## src/rtl/uart_pkg.sv

```systemverilog
// Shared UART constants and the arbiter state encoding.
// Frame length counts the start bit, eight data bits and the stop bit.
package uart_pkg;

   localparam int CLKS_PER_BIT_DEF = 10416;
   localparam int FRAME_BITS       = 10;

   typedef enum logic {
      ST_IDLE = 1'b0,
      ST_WAIT = 1'b1
   } arb_state_t;

   function automatic int frame_cycles(input int clks_per_bit, input int guard);
      return FRAME_BITS * clks_per_bit + guard;
   endfunction

endpackage

```

## src/rtl/rr_pick.sv

```systemverilog
// Combinational round-robin pick: first asserted request at or after ptr,
// wrapping modulo N_REQ, plus an any-request flag.
module rr_pick #(
   parameter int N_REQ = 4
) (
   input  logic [N_REQ-1:0]         req_valid,
   input  logic [$clog2(N_REQ)-1:0] ptr,
   output logic [$clog2(N_REQ)-1:0] winner,
   output logic                     any_valid
);

   localparam int PW = $clog2(N_REQ);

   logic [PW:0]      sum [N_REQ];
   logic [PW-1:0]    idx [N_REQ];
   logic [N_REQ-1:0] rot;

   // rot[k] is the request that sits k positions after the pointer
   generate
      for (genvar gi = 0; gi < N_REQ; gi++) begin : g_rot
         assign sum[gi] = {1'b0, ptr} + (PW+1)'(gi);
         assign idx[gi] = (sum[gi] >= (PW+1)'(N_REQ)) ?
                          PW'(sum[gi] - (PW+1)'(N_REQ)) : sum[gi][PW-1:0];
         assign rot[gi] = req_valid[idx[gi]];
      end
   endgenerate

   always_comb begin
      winner = '0;
      for (int k = N_REQ - 1; k >= 0; k--) begin
         if (rot[k]) winner = idx[k];
      end
   end

   assign any_valid = |req_valid;

endmodule

```

## src/rtl/uart_tx_arbiter.sv

```systemverilog
// Round-robin scheduler feeding one UART transmitter: one byte per grant,
// then holds off further grants for a full frame plus a guard interval.
module uart_tx_arbiter
   import uart_pkg::*;
#(
   parameter int N_REQ        = 4,
   parameter int CLKS_PER_BIT = CLKS_PER_BIT_DEF,
   parameter int GUARD        = 2
) (
   input  logic                     clk,
   input  logic                     rst_n,
   input  logic [N_REQ-1:0]         req_valid,
   input  logic [8*N_REQ-1:0]       req_data,
   output logic [N_REQ-1:0]         req_ready,
   output logic [7:0]               tx_data,
   output logic                     tx_valid,
   output logic [$clog2(N_REQ)-1:0] grant_id,
   output logic                     busy
);

   localparam int PW           = $clog2(N_REQ);
   localparam int FRAME_CYCLES = frame_cycles(CLKS_PER_BIT, GUARD);
   localparam int CNT_W        = $clog2(FRAME_CYCLES);
   localparam logic [CNT_W-1:0] CNT_LOAD = CNT_W'(FRAME_CYCLES - 1);

   arb_state_t       state_reg, state_next;
   logic [CNT_W-1:0] cnt_reg, cnt_next;
   logic [PW-1:0]    ptr_reg, ptr_next;
   logic [N_REQ-1:0] req_ready_reg, req_ready_next;
   logic [7:0]       tx_data_reg, tx_data_next;
   logic             tx_valid_reg, tx_valid_next;
   logic [PW-1:0]    grant_id_reg, grant_id_next;

   logic [PW-1:0]    winner;
   logic             any_valid;

   rr_pick #(
      .N_REQ (N_REQ)
   ) u_rr_pick (
      .req_valid (req_valid),
      .ptr       (ptr_reg),
      .winner    (winner),
      .any_valid (any_valid)
   );

   always_ff @(posedge clk or negedge rst_n) begin
      if (!rst_n) begin
         state_reg     <= ST_IDLE;
         cnt_reg       <= '0;
         ptr_reg       <= '0;
         req_ready_reg <= '0;
         tx_data_reg   <= '0;
         tx_valid_reg  <= 1'b0;
         grant_id_reg  <= '0;
      end else begin
         state_reg     <= state_next;
         cnt_reg       <= cnt_next;
         ptr_reg       <= ptr_next;
         req_ready_reg <= req_ready_next;
         tx_data_reg   <= tx_data_next;
         tx_valid_reg  <= tx_valid_next;
         grant_id_reg  <= grant_id_next;
      end
   end

   always_comb begin
      state_next     = state_reg;
      cnt_next       = cnt_reg;
      ptr_next       = ptr_reg;
      req_ready_next = '0;
      tx_data_next   = tx_data_reg;
      tx_valid_next  = 1'b0;
      grant_id_next  = grant_id_reg;

      case (state_reg)
         ST_IDLE: begin
            if (any_valid) begin
               state_next     = ST_WAIT;
               cnt_next       = CNT_LOAD;
               tx_valid_next  = 1'b1;
               req_ready_next = N_REQ'(1) << winner;
               tx_data_next   = req_data[{winner, 3'b000} +: 8];
               grant_id_next  = winner;
               ptr_next       = (winner == PW'(N_REQ - 1)) ? '0 : winner + PW'(1);
            end
         end
         ST_WAIT: begin
            // Requests are ignored here; they are re-examined once back in IDLE
            if (cnt_reg == '0) begin
               state_next = ST_IDLE;
            end else begin
               cnt_next = cnt_reg - CNT_W'(1);
            end
         end
      endcase
   end

   assign req_ready = req_ready_reg;
   assign tx_data   = tx_data_reg;
   assign tx_valid  = tx_valid_reg;
   assign grant_id  = grant_id_reg;
   assign busy      = (state_reg == ST_WAIT);

endmodule
```

## config.mk

```make
export PLATFORM = sky130hd
export DESIGN_NAME = uart_tx_arbiter
export DESIGN_NICKNAME = d
export VERILOG_FILES = /design/src/rtl/uart_pkg.sv /design/src/rtl/rr_pick.sv /design/src/rtl/uart_tx_arbiter.sv
export SDC_FILE = /design/constraint.sdc
export NUM_CORES = 1
export LEC_CHECK = 0
export ABC_AREA = 1
export BUFFER_PORTS_ARGS = -buffer_cell sky130_fd_sc_hd__buf_2
export CAP_MARGIN = 20
export CORE_ASPECT_RATIO = 1.25
export CORE_MARGIN = 2
export CORE_UTILIZATION = 35
export CTS_BUF_LIST = sky130_fd_sc_hd__clkbuf_2 sky130_fd_sc_hd__clkbuf_4 sky130_fd_sc_hd__clkbuf_8
export CTS_CLUSTER_DIAMETER = 30
export DETAILED_ROUTE_END_ITERATION = 10
export PLACE_DENSITY_LB_ADDON = 0.2
export SLEW_MARGIN = 20
export SYNTH_ARGS = -nofsm -noshare
export SYNTH_HDL_FRONTEND = slang
export SYNTH_HIERARCHICAL = 1
export SYNTH_SLANG_ARGS = --single-unit
```

## constraint.sdc

```tcl
create_clock -name clk -period 2.87 [get_ports clk]
set_input_delay 0.574 -clock clk [delete_from_list [all_inputs] [get_ports clk]]
set_output_delay 0.574 -clock clk [all_outputs]
set_load 0.05 [all_outputs]
```

==> run_results.csv <==
group,metric,value,unit
status,run_status,"finished clean",
global_route,overflow,0,
power_and_ir_drop,clockPowerShare,38.6,%
drt,initialDrtViolationCount,112,
cells_and_area,nets,434,
cts,post_cts.repair.setup_buffers,0,
power_and_ir_drop,intPower,719,uW
floorplan,num_rows,32,
cts,cts_buffers,5,
cells_and_area,layout-area-overhead-vs-synth,18.8,%
power_and_ir_drop,combPwrFrac,9.6,%
synthesis,synth-edff-count,0,
sta,drv_slew,0,
sta,tightest_slew,0.799,ns
drt,ant_nets,0,
floorplan,die_area,0.00719,mm^2
cts,clock-sinks,35,
setup_path,cp_slowest_cell,"dfrtp_1",
synthesis,synth_ff_type,"dfrtp_1",
cts,clk_latency,0.28,ns
setup_path,crit_path_end_kind,"flop",
setup_path,crit_fanout,19,
power_and_ir_drop,power_density,351,mW/mm^2
setup_path,cpPeakStageDelay,0.48,ns
place,post_dp_cell_area,0.00262,mm^2
drt,detailroute.via_count,2268,
cells_and_area,final_common_cell,"nand2_1",
sta,final.setup.tns,0,ns
sta,final-hold-violation-count,0,
cells_and_area,drive_gt1_share,20.9,%
drt,wl_per_cell,11.4,um
sta,finalCritPeriodShare,72.5,%
cts,cts-root-buf,"clkbuf_8",
sta,relSlewSlack,46.8,%
floorplan,die_w,76.2,um
floorplan,io_pins,54,
global_route,grt_usage,16.0,%
floorplan,die_h,94.3,um
power_and_ir_drop,seqPwrFrac,51.8,%
synthesis,yosysUniqueCellTypes,25,
run,max-cap-violations,0,
cells_and_area,fin_area,0.00271,mm^2
place,gp_congestion,0.893,
drt,drt-pass1-iter-count,4,
cts,cts-htree-levels,2,
setup_path,critPathLaunchType,"flop",
setup_path,crit_chain,"inv_2, nand2_1, nand2_1, nand2_2, nand2_1, nand2_1, nand2_1, nand2_1, nand2_1, inv_1, inv_1, ha_1, nand2_1, nand2_1",
setup_path,worst-setup-path-type,"reg2reg",
synthesis,synthArstFlopShare,100,%
power_and_ir_drop,vdd_drop_max,0.180,mV
setup_path,rr_worst_depth,14,
global_route,grt_max_degree,36,
cts,clockBufferDepth,2,
cts,hold_buffers,0,
cts,cts_tree,"built",
floorplan,core_area,0.00625,mm^2
cells_and_area,antenna_cells,0,
hold_path,hp-class,"in2async",
sta,layout_min_cycle_time,2.08,ns
sta,rsz0062_at_grt,"no",
place,port_buffers,53,
power_and_ir_drop,switchingPower,232,uW
sta,setup_viol,0,
synthesis,syn_area,0.00228,mm^2
global_route,grt_pass1_wl,9380,um
power_and_ir_drop,switching_share,24.4,%
synthesis,synth-seq-area-share,38.4,%
synthesis,ys_seq_elements,35,
drt,drt_wl_total,5450,um
synthesis,syn_nets,381,
drt,viasPerCell,4.75,
setup_path,cp.arrival,2.26,ns
setup_path,required,3.05,ns
sta,max_freq,0.480,GHz
cells_and_area,mostFrequentLayoutCells,"94 x nand2_1, 67 x nor2_1, 53 x buf_2",
place,dp_hpwl,4030,um
cts,cts.reportedPaths.clkPinSlew,0.08,ns
drt,drcViolationCount,0,
setup_path,cp_common_cell,"nand2_1",
synthesis,synth_warnings,6,
synthesis,synth.avg_cell_area,6.75,um^2
sta,fin_skew,0.00739,ns
floorplan,start_util,36.5,%
cts,ctsResizeCount,0,
global_route,antenna_found_initial,0,
power_and_ir_drop,p_leak,1.48,nW
cells_and_area,fillers,665,
cells_and_area,largest_reg_flops,17,
synthesis,synth_cells,338,
global_route,grt_pass1_vias,2080,
final timing paths:
check / start / to / slack [ns]
max: ptr_reg[0]$_DFFE_PN0P_ / ptr_reg[1]$_DFFE_PN0P_ / 0.79
min: rst_n / cnt_reg[13]$_DFFE_PN0P_ / 0.37
max reg2reg: ptr_reg[0]$_DFFE_PN0P_ / ptr_reg[1]$_DFFE_PN0P_ / 0.79
min reg2reg: cnt_reg[16]$_DFFE_PN0P_ / cnt_reg[16]$_DFFE_PN0P_ / 0.48
max in group asynchronous: rst_n / cnt_reg[7]$_DFFE_PN0P_ / 1.99
min in group clk: cnt_reg[16]$_DFFE_PN0P_ / cnt_reg[16]$_DFFE_PN0P_ / 0.48
through the flow:
step	setup WS (ns)	utilization, %	hold WS, ns	cells	total power [mW]
2_1_floorplan	0.710	-	0.278	338	0.550
3_3_place_gp	0.733	42.0	0.459	469	0.594
3_5_place_dp	0.688	42.0	0.464	469	0.595
4_1_cts	0.810	43.4	0.407	477	0.968
5_1_grt	0.607	43.4	0.438	477	0.995
6_report	0.788	43.4	0.368	477	0.952
cell usage after synthesis (5+ instances only):
| cell type | n | area share (%) |
|---|---|---|
| buf_2 | 5 | 1.1 |
| dfrtp_1 | 35 | 38 |
| ha_1 | 5 | 2.7 |
| nand3_1 | 39 | 8.6 |
| inv_1 | 27 | 4.4 |
| nand2_1 | 94 | 15 |
| nor2_1 | 67 | 11 |
| o21ai_0 | 24 | 5.3 |
| a31oi_1 | 8 | 2.2 |
routing by layer:
layer  track usage, %  vias to the layer above  part of all wire (%)
li1                 -                     1179                     -
met1             19.5                     1017                    46
met2             28.2                       64                    47
met3             3.56                        8                   4.9
met4             4.70                        0                   1.4
met5                0                        -                     0
power groups by stage:
| stage | Sequential [mW] | Clock [mW] | Combinational, mW |
|---|---|---|---|
| global route | 0.493 | 0.397 | 0.106 |
| floorplan | 0.503 | 0 | 0.0476 |
| CTS | 0.493 | 0.382 | 0.0926 |
| finish | 0.493 | 0.368 | 0.0909 |
| global placement | 0.502 | 0 | 0.0918 |
| detailed placement | 0.502 | 0 | 0.0926 |
logic make-up after synthesis:
family	share of synthesized area (%)
simple gates	42.3
buf+inv	8.00
flops	38.4
compound gates	7.79
fa+ha+maj	2.74
xor+xnor	0.768
cell type report:
class | instances | area (um^2) | share of cell area, %
sequential | 35 | 876 | 32.3
timing repair buffer | 57 | 295 | 10.9
clock buffer | 7 | 83.8 | 3.09
multi-input combinational | 260 | 1220 | 45.2
inverter | 32 | 120 | 4.43
clock inverter | 1 | 5.00 | 0.185
tap | 85 | 106 | 3.92
critical path: cells and delay by family (launching register included):
kind / cells / cell delay [ns]
simple gates: 10 / 0.63
flops: 1 / 0.48
buf+inv: 3 / 0.55
fa+ha+maj: 1 / 0.31
No activity file was read; power rests on OpenSTA's default activity.
